$ cat src/rtl/control_sequencer_if.sv
// ---------------------------------------------------------------------------
// control_sequencer_if
//   Groups the handshake and status signals of control_sequencer.
//   The sequencer connects through the master modport. The environment
//   (memory interface, opcode decoder, execution sub-FSMs and core
//   control) connects through the slave modport.
//
//   Control inputs to the sequencer:
//     start, single_step, halt_req, trap_ack
//   Memory handshake:
//     memory_start (out), memory_done (in)
//   Decoder / unit handshake:
//     unit_req (in), unit_done (in), unit_start (out)
//   Status outputs:
//     load_ins, busy, retire, trap, trap_cause, instret
//
//   NUM_UNITS and CNT_W must match the parameters of the attached
//   control_sequencer.
// ---------------------------------------------------------------------------
interface control_sequencer_if #(
    parameter int NUM_UNITS = 3,
    parameter int CNT_W     = 32
) ();
    logic                 start;
    logic                 single_step;
    logic                 halt_req;
    logic                 trap_ack;
    logic                 memory_done;
    logic [NUM_UNITS-1:0] unit_req;
    logic [NUM_UNITS-1:0] unit_done;

    logic                 memory_start;
    logic                 load_ins;
    logic [NUM_UNITS-1:0] unit_start;
    logic                 busy;
    logic                 retire;
    logic                 trap;
    logic [1:0]           trap_cause;
    logic [CNT_W-1:0]     instret;

    modport master (
        input  start, single_step, halt_req, trap_ack, memory_done,
               unit_req, unit_done,
        output memory_start, load_ins, unit_start, busy, retire, trap,
               trap_cause, instret
    );

    modport slave (
        output start, single_step, halt_req, trap_ack, memory_done,
               unit_req, unit_done,
        input  memory_start, load_ins, unit_start, busy, retire, trap,
               trap_cause, instret
    );
endinterface

$ cat src/rtl/control_sequencer.sv
// ---------------------------------------------------------------------------
// control_sequencer
//   Top-level multicycle sequencer for the RV64 core. It runs the loop
//   fetch -> IR load -> dispatch -> execute over NUM_UNITS execution
//   sub-FSMs. It also provides:
//     - fetch and execute watchdogs,
//     - an illegal-dispatch trap,
//     - single-step / halt control,
//     - a retired-instruction counter.
//
// Parameters
//   NUM_UNITS     number of execution sub-FSMs (>= 1)
//   CNT_W         width of the retired-instruction counter
//   TIMER_W       width of the watchdog counter
//   MEM_TIMEOUT   max FETCH cycles without memory_done (0 = disabled)
//   EXEC_TIMEOUT  max EXEC cycles without unit done    (0 = disabled)
//
// Ports
//   clk    rising-edge clock
//   reset  asynchronous, active-high reset
//   bus    control_sequencer_if.master:
//            inputs  : start, single_step, halt_req, trap_ack,
//                      memory_done, unit_req, unit_done
//            outputs : memory_start, load_ins, unit_start, busy, retire,
//                      trap, trap_cause, instret
//
// Output behaviour
//   All outputs decode registered state/grant, except retire. Retire
//   combines EXEC with unit_done, so an instruction retires in the same
//   cycle its unit reports completion.
// ---------------------------------------------------------------------------
module control_sequencer #(
    parameter int NUM_UNITS    = 3,
    parameter int CNT_W        = 32,
    parameter int TIMER_W      = 8,
    parameter int MEM_TIMEOUT  = 16,
    parameter int EXEC_TIMEOUT = 64
) (
    input  logic               clk,
    input  logic               reset,
    control_sequencer_if.master bus
);

    localparam logic [2:0] S_IDLE     = 3'd0;
    localparam logic [2:0] S_FETCH    = 3'd1;
    localparam logic [2:0] S_LOAD_IR  = 3'd2;
    localparam logic [2:0] S_DISPATCH = 3'd3;
    localparam logic [2:0] S_EXEC     = 3'd4;
    localparam logic [2:0] S_TRAP     = 3'd5;

    localparam logic [1:0] CAUSE_FETCH_TO = 2'b01;
    localparam logic [1:0] CAUSE_EXEC_TO  = 2'b10;
    localparam logic [1:0] CAUSE_ILLEGAL  = 2'b11;

    // Watchdog value seen in the last permitted cycle of each phase.
    localparam logic [TIMER_W-1:0] MEM_LAST  =
        (MEM_TIMEOUT  == 0) ? '0 : TIMER_W'(MEM_TIMEOUT - 1);
    localparam logic [TIMER_W-1:0] EXEC_LAST =
        (EXEC_TIMEOUT == 0) ? '0 : TIMER_W'(EXEC_TIMEOUT - 1);

    logic [2:0]           state_q,    state_d;
    logic [NUM_UNITS-1:0] grant_q,    grant_d;
    logic [1:0]           cause_q,    cause_d;
    logic [CNT_W-1:0]     instret_q,  instret_d;
    logic [TIMER_W-1:0]   watchdog_q, watchdog_d;

    logic                 unit_fin;
    logic                 mem_expired;
    logic                 exec_expired;

    // Only completion bits of the granted unit count; other bits are ignored.
    assign unit_fin     = (state_q == S_EXEC) && (|(bus.unit_done & grant_q));
    assign mem_expired  = (MEM_TIMEOUT  != 0) && (watchdog_q == MEM_LAST);
    assign exec_expired = (EXEC_TIMEOUT != 0) && (watchdog_q == EXEC_LAST);

    always_comb begin
        state_d   = state_q;
        grant_d   = grant_q;
        cause_d   = cause_q;
        instret_d = instret_q;

        case (state_q)
            S_IDLE: begin
                if (bus.start) begin
                    state_d = S_FETCH;
                    cause_d = '0;
                end
            end
            S_FETCH: begin
                // Completion takes priority over an expiring watchdog.
                if (bus.memory_done) begin
                    state_d = S_LOAD_IR;
                end else if (mem_expired) begin
                    state_d = S_TRAP;
                    cause_d = CAUSE_FETCH_TO;
                end
            end
            S_LOAD_IR: begin
                state_d = S_DISPATCH;
            end
            S_DISPATCH: begin
                if ($onehot(bus.unit_req)) begin
                    grant_d = bus.unit_req;
                    state_d = S_EXEC;
                end else begin
                    state_d = S_TRAP;
                    cause_d = CAUSE_ILLEGAL;
                end
            end
            S_EXEC: begin
                if (unit_fin) begin
                    instret_d = instret_q + CNT_W'(1);
                    if (bus.single_step || bus.halt_req) begin
                        state_d = S_IDLE;
                    end else begin
                        state_d = S_FETCH;
                        cause_d = '0;
                    end
                end else if (exec_expired) begin
                    state_d = S_TRAP;
                    cause_d = CAUSE_EXEC_TO;
                end
            end
            S_TRAP: begin
                if (bus.trap_ack) begin
                    state_d = S_IDLE;
                end
            end
            default: begin
                state_d = S_IDLE;
            end
        endcase
    end

    // The watchdog restarts on every state change and only runs in the
    // two phases that wait on an external party.
    always_comb begin
        watchdog_d = '0;
        if ((state_d == state_q) &&
            ((state_q == S_FETCH) || (state_q == S_EXEC))) begin
            watchdog_d = watchdog_q + TIMER_W'(1);
        end
    end

    always_ff @(posedge clk or posedge reset) begin
        if (reset) begin
            state_q    <= S_IDLE;
            grant_q    <= '0;
            cause_q    <= '0;
            instret_q  <= '0;
            watchdog_q <= '0;
        end else begin
            state_q    <= state_d;
            grant_q    <= grant_d;
            cause_q    <= cause_d;
            instret_q  <= instret_d;
            watchdog_q <= watchdog_d;
        end
    end

    assign bus.memory_start = (state_q == S_FETCH);
    assign bus.load_ins     = (state_q == S_LOAD_IR);
    // grant stays latched after EXEC, so unit_start must be gated by state.
    assign bus.unit_start   = (state_q == S_EXEC) ? grant_q : '0;
    assign bus.busy         = (state_q != S_IDLE) && (state_q != S_TRAP);
    assign bus.retire       = unit_fin;
    assign bus.trap         = (state_q == S_TRAP);
    assign bus.trap_cause   = cause_q;
    assign bus.instret      = instret_q;

endmodule

$ cat src/flat_wrapper.sv
// flat-port wrapper written by rule: the top's interface ports become plain ports
module control_sequencer_flat 
#(
    parameter int NUM_UNITS    = 3,
    parameter int CNT_W        = 32,
    parameter int TIMER_W      = 8,
    parameter int MEM_TIMEOUT  = 16,
    parameter int EXEC_TIMEOUT = 64
)
  (clk, reset, bus_start, bus_single_step, bus_halt_req, bus_trap_ack, bus_memory_done, bus_unit_req, bus_unit_done, bus_memory_start, bus_load_ins, bus_unit_start, bus_busy, bus_retire, bus_trap, bus_trap_cause, bus_instret);
  control_sequencer_if #(.NUM_UNITS(NUM_UNITS), .CNT_W(CNT_W)) bus_i ();
  input  logic clk;
  input  logic reset;
  input wire logic [$bits(bus_i.start)-1:0] bus_start;
  input wire logic [$bits(bus_i.single_step)-1:0] bus_single_step;
  input wire logic [$bits(bus_i.halt_req)-1:0] bus_halt_req;
  input wire logic [$bits(bus_i.trap_ack)-1:0] bus_trap_ack;
  input wire logic [$bits(bus_i.memory_done)-1:0] bus_memory_done;
  input wire logic [$bits(bus_i.unit_req)-1:0] bus_unit_req;
  input wire logic [$bits(bus_i.unit_done)-1:0] bus_unit_done;
  output wire logic [$bits(bus_i.memory_start)-1:0] bus_memory_start;
  output wire logic [$bits(bus_i.load_ins)-1:0] bus_load_ins;
  output wire logic [$bits(bus_i.unit_start)-1:0] bus_unit_start;
  output wire logic [$bits(bus_i.busy)-1:0] bus_busy;
  output wire logic [$bits(bus_i.retire)-1:0] bus_retire;
  output wire logic [$bits(bus_i.trap)-1:0] bus_trap;
  output wire logic [$bits(bus_i.trap_cause)-1:0] bus_trap_cause;
  output wire logic [$bits(bus_i.instret)-1:0] bus_instret;
  assign bus_i.start = bus_start;
  assign bus_i.single_step = bus_single_step;
  assign bus_i.halt_req = bus_halt_req;
  assign bus_i.trap_ack = bus_trap_ack;
  assign bus_i.memory_done = bus_memory_done;
  assign bus_i.unit_req = bus_unit_req;
  assign bus_i.unit_done = bus_unit_done;
  assign bus_memory_start = bus_i.memory_start;
  assign bus_load_ins = bus_i.load_ins;
  assign bus_unit_start = bus_i.unit_start;
  assign bus_busy = bus_i.busy;
  assign bus_retire = bus_i.retire;
  assign bus_trap = bus_i.trap;
  assign bus_trap_cause = bus_i.trap_cause;
  assign bus_instret = bus_i.instret;
  control_sequencer #(.NUM_UNITS(NUM_UNITS), .CNT_W(CNT_W), .TIMER_W(TIMER_W), .MEM_TIMEOUT(MEM_TIMEOUT), .EXEC_TIMEOUT(EXEC_TIMEOUT)) u_core (.clk(clk), .reset(reset), .bus(bus_i));
endmodule
$ cat config.mk
export PLATFORM = sky130hd
export DESIGN_NAME = control_sequencer_flat
export DESIGN_NICKNAME = d
export VERILOG_FILES = /design/src/rtl/control_sequencer_if.sv /design/src/rtl/control_sequencer.sv /design/src/flat_wrapper.sv
export SDC_FILE = /design/constraint.sdc
export NUM_CORES = 1
export LEC_CHECK = 0
export BUFFER_PORTS_ARGS = -buffer_cell sky130_fd_sc_hd__buf_2
export CAP_MARGIN = 15
export CORE_ASPECT_RATIO = 1.4
export CORE_UTILIZATION = 47
export DETAILED_ROUTE_END_ITERATION = 16
export PLACE_DENSITY = 0.78
export SYNTH_ARGS = -nofsm -noshare
export SYNTH_HDL_FRONTEND = slang
export SYNTH_SLANG_ARGS = --single-unit
$ cat constraint.sdc
create_clock -name clk -period 2.5 [get_ports clk]
set_clock_uncertainty 0.15 [all_clocks]
set_input_delay 0.375 -clock clk [delete_from_list [all_inputs] [get_ports clk]]
set_output_delay 0.375 -clock clk [all_outputs]
set_load 0.01 [all_outputs]
---- Yosys cells after proc, flatten, opt, wreduce, memory -nomap -nowiden ----
Index checks and enable logic that the tools add are counted.
cells by class
  equality and inequality tests ........... 16
  bitwise gates (word level) .............. 1
  muxes and demuxes ....................... 19
  reductions and logical operators ........ 12
  $add $sub $neg .......................... 4
operators with widths
  cell                                                   count
  adder 32 x 1 -> 32 bit, second input constant          1
  2-to-1 mux 3 bit                                       7
  case mux 3 bit (6 select lines)                        1
  2-to-1 mux 2 bit                                       7
  adder 8 x 1 -> 8 bit, second input constant            1
  == test 8 x 4 -> 1 bit, second input constant          1
  == test 8 x 6 -> 1 bit, second input constant          1
  2-to-1 mux 8 bit                                       1
  case mux 2 bit (4 select lines)                        1
  AND reduction 7 bit                                    1
  == test 3 x 2 -> 1 bit, second input constant          2
  == test 3 bit, second input constant                   2
  inequality test 2 bit, second input constant           3
  inequality test 3 bit, second input constant           2
  AND reduction 2 bit                                    2
  nonzero test 4 bit                                     1
  bitwise AND 3 bit                                      1
  == test 3 x 1 -> 1 bit, second input constant          1
  == test 3 bit                                          1
  logical AND 1 bit                                      3
  zero test 3 bit                                        1
  inequality test 3 x 2 -> 1 bit, second input constant  1
  nonzero test 3 bit                                     1
  OR reduction 3 bit                                     1
  other kinds (6)                                        8
storage, ports and cells
  output and inout bits ................... 42
  bits of input ports ..................... 13
  logic and storage cells ................. 57
  bits in registers ....................... 48

---- Depth between registers and ports, before layout ----
  depth in word-level cells ............... 8
  depth in mapped cells ................... 7

---- Worst setup path after synthesis ----
Ideal clock, no wire load.
  path kind ............................... input to register
  start ................................... input bus_unit_req[0]
  end ..................................... register u_core.cause_q[1] (netlist: u_core.bus.trap_cause[1])
  cell stages on the path ................. 6
  setup slack ............................. 612 ps
  path buffers ............................ 0
  arrival time ............................ 1,618 ps
  path through ............................ inv_1 -> fa_1 -> o2111a_1 -> o22ai_1 -> a21oi_1 -> o211a_1
on the way
  word-level cells in the longest chain between the ends .. 5
RTL lines
  what                                        line                      text
  start: declaration                          flat_wrapper.sv:19        input wire logic [$bits(bus_i.unit_req)-1:0] bus_unit_req;
  adder 1 x 1 -> 2 bit (not written as such)  control_sequencer.sv:102  if ($onehot(bus.unit_req)) begin
  adder 2 x 1 -> 2 bit (not written as such)  control_sequencer.sv:102
  == test 2 x 1 -> 1 bit                      control_sequencer.sv:102
  inequality test 2 bit (no source line)      n/a
  AND reduction 7 bit (no source line)        n/a
  end signal: assignment                      control_sequencer.sv:155  cause_q <= cause_d;
  end: declaration                            control_sequencer.sv:63   logic [1:0] cause_q, cause_d;
No other way between the ends.
A chain may end at the register's enable or synchronous reset.

---- Final worst setup path ----
  start ................................... register u_core.state_q[1]
  end ..................................... output bus_retire
on the way
  word-level cells in the longest chain between the ends .. 2
RTL lines
  what                      line                      text
  start: declaration        control_sequencer.sv:61   logic [2:0] state_q, state_d;
  start signal: assignment  control_sequencer.sv:153  state_q <= state_d;
  == test 3 bit             control_sequencer.sv:72   assign unit_fin = (state_q == S_EXEC) && (|(bus.unit_done & grant_q));
  logical AND 1 bit         control_sequencer.sv:72
  end: declaration          flat_wrapper.sv:25        output wire logic [$bits(bus_i.retire)-1:0] bus_retire;
No other way between the ends.

==> results.py <==
metrics = {
    "run_status": {
        "status": "completed",
    },
    "sta": {
        "max_freq_ghz": 0.4486,
        "rsz0062_at_grt": "no",
        "final-hold-violation-count": 0,
        "tightest_slew_ns": 0.4846,
        "relSlewSlack_pct": 67.39,
        "slew_violations": 0,
        "setup_tns_ns": 0,
        "period_needed_ns": 2.229,
        "finalSetupViolCount": 0,
        "fin_crit_sh_pct": 89.16,
    },
    "routing": {
        "detail_route.iter0.violations": 66,
        "firstDrtPassIters": 4,
        "wirelength_um": 4696,
        "avgViaCountPerCell": 5.155,
        "drc_errors": 0,
        "via_count": 1861,
        "ant_nets": 0,
        "wl_per_cell_um": 13.01,
    },
    "cells_and_area": {
        "mostFrequentLayoutCells": "buf_2, dfrtp_1, nor2_1",
        "mostFrequentLayoutCell": "buf_2",
        "fillers": 431,
        "area_delta_synth_final_pct": 20.38,
        "drive_above_1_share_pct": 26.60,
        "num_antenna_cells": 0,
        "final_area_um2": 2890,
        "nets": 312,
    },
    "clock_network": {
        "clk_latency_ns": 0.30,
        "clock_path_buffers": 2,
        "numCtsBuffers": 5,
        "cts_sinks": 48,
        "cts_hold_buf": 1,
        "post_cts_buffers": 0,
        "cts-htree-levels": 2,
        "path_clk_slew_ns": 0.09,
        "cts_tree": "done",
        "clockRootBuffer": "clkbuf_8",
        "ctsResizeCount": 0,
    },
    "global_routing": {
        "grt_pass1_wl_um": 8059,
        "grt-ovfl-total": 0,
        "grt_max_degree": 27,
        "grt_pass1_vias": 1804,
        "grt_usage_pct": 19.00,
        "grt_antenna_before_repair": 0,
    },
    "synth": {
        "synth_top_area_share_pct": 50.03,
        "ys_top_cells_by_area": "dfrtp_1, xnor2_1, xor2_1, nand3_1, nor2_1",
        "synth_area_um2": 2401,
        "synth_fp_nets": 250,
        "synth_cell_types": 43,
        "synth_top_area_cell": "dfrtp_1",
        "ys_ff_latch": 48,
        "synth-async-reset-ratio_pct": 100.0,
        "synth_edf_count": 0,
        "syn_avg_cell_area_um2": 10.26,
        "yosysSeqAreaShare_pct": 50.03,
        "yosys_warnings": 0,
        "postSynthCellCount": 234,
        "ys.flop_type": "dfrtp_1",
    },
    "floorplanning": {
        "core_area_um2": 4880,
        "die_area_um2": 5402,
        "placementRows": 30,
        "ioPinCount": 55,
        "die-width_um": 62.41,
        "initial_core_util_pct": 49.21,
        "dieHeight_um": 86.57,
    },
    "place": {
        "portBuffers": 54,
        "hpwl_um": 3605,
        "dpl_cell_area_um2": 2769,
        "place_congestion": 0.8181,
    },
    "flow_run": {
        "maxCapViolCount": 0,
    },
    "setup_path": {
        "cp.arrival_ns": 1.70,
        "crit_fanout": 12,
        "max_stage_delay_ns": 0.53,
        "cp_cell_sequence": "nor3b_4 > nand2b_2 > inv_2 > buf_2",
        "crit_type": "reg -> out",
        "cp_slowest_cell": "dfrtp_1",
        "crit_required_ns": 1.98,
        "worst_setup_path_start_kind": "flip-flop",
        "endpoint_kind": "output port",
    },
    "power": {
        "p_total_w": 0.002133,
        "powerDensity_nw_per_um2": 738.1,
        "ir_drop_v": 0.0005225,
        "p_leak_nw": 1.474,
    },
    "hold_path": {
        "hold_path_class": "in -> reg",
    },
}
## sequential cells by signal (all words and copies together), names as in the netlist
register,cells
u_core.watchdog_q,8
u_core.bus.trap_cause,2
u_core.bus.instret,32
u_core.state_q,3
u_core.grant_q,3
## power by group
part / internal, W / leakage [nW] / switching, W
clock network: 0.000296 / 0.0541 / 0.000264
logic: 0.000275 / 0.769 / 0.000306
registers: 0.000867 / 0.652 / 0.000125
total: 0.00144 / 1.47 / 0.000695
## Yosys cell counts (2+ instances only)
library cell and instances:
xnor2_1 23, a21oi_1 2, buf_2 2, dfrtp_1 48, inv_1 9, o21bai_1 3
nor4_1 2, o21ai_0 3, and3_1 5, nand3_1 22, xor2_1 14, mux2_2 3
nor3_1 7, nor2_1 24, nand4_1 6, or3_1 2, nand2_1 23, nand2b_1 3
ha_1 2, and2_1 8
## path summary, 6_finish.rpt
kind | start | to | slack [ns] | depth (start not counted)
min in group asynchronous | reset | u_core.bus.instret[25] | 0.48 | 3
setup / recovery | u_core.state_q[1] | bus_retire | 0.27 | 4
setup reg to reg | u_core.bus.instret[10] | u_core.bus.instret[24] | 0.45 | 5
hold reg to reg | u_core.bus.instret[31] | u_core.bus.instret[31] | 0.32 | 1
hold / removal | bus_memory_done | u_core.state_q[1] | 0.17 | 2
max in group asynchronous | reset | u_core.bus.instret[9] | 1.21 | 4
## worst max-delay path, delay by kind of cell (launching register included)
kind | cells | cell delay (ns)
DFF | 1 | 0.53
buffers and inverters | 2 | 0.35
and+or+nand+nor | 2 | 0.53
## metal layers
metal	vias up	global-route usage (%)	wire, um	part of all wire [%]
met5	-	0	0	0
met4	0	6.765	44	0.94
met3	6	4.737	233	5.0
met2	46	31.92	2384	51
met1	889	23.77	2034	43
li1	920	-	-	-
## logic make-up (layout without fill, tap and decap cells)
group,count (synthesis),in the layout,synth area share (%)
buffers and inverters,12,75,1.980
xor gates and xnor gates,37,37,13.50
AOI/OAI and AO/OA,17,17,5.368
DFF,48,48,50.03
and+or+nand+nor,113,113,25.43
adders and majority gates,3,3,1.876
muxes,4,4,1.824
## stage by stage
step                setup WS, ns  instances  hold slack [ns]  utilization [%]
floorplan                 0.6118        234           0.2979                -
global placement          0.4478        352           0.2777            56.74
detailed placement        0.4032        352           0.2777            56.74
CTS                       0.2855        361           0.1574            59.23
global route              0.1240        361           0.1533            59.23
finish                    0.2709        361           0.1654            59.23
## area by class of cell
cell class / instances / area (um2) / area share [%]
clock buffer: 5 / 68.82 / 2.381
clock inverter: 3 / 42.54 / 1.472
inverter: 10 / 37.54 / 1.299
multi-input combinational: 174 / 1152 / 39.87
sequential: 48 / 1201 / 41.56
tap: 64 / 80.08 / 2.771
timing repair buffer: 57 / 307.8 / 10.65
(Power assumes the default switching activity.)
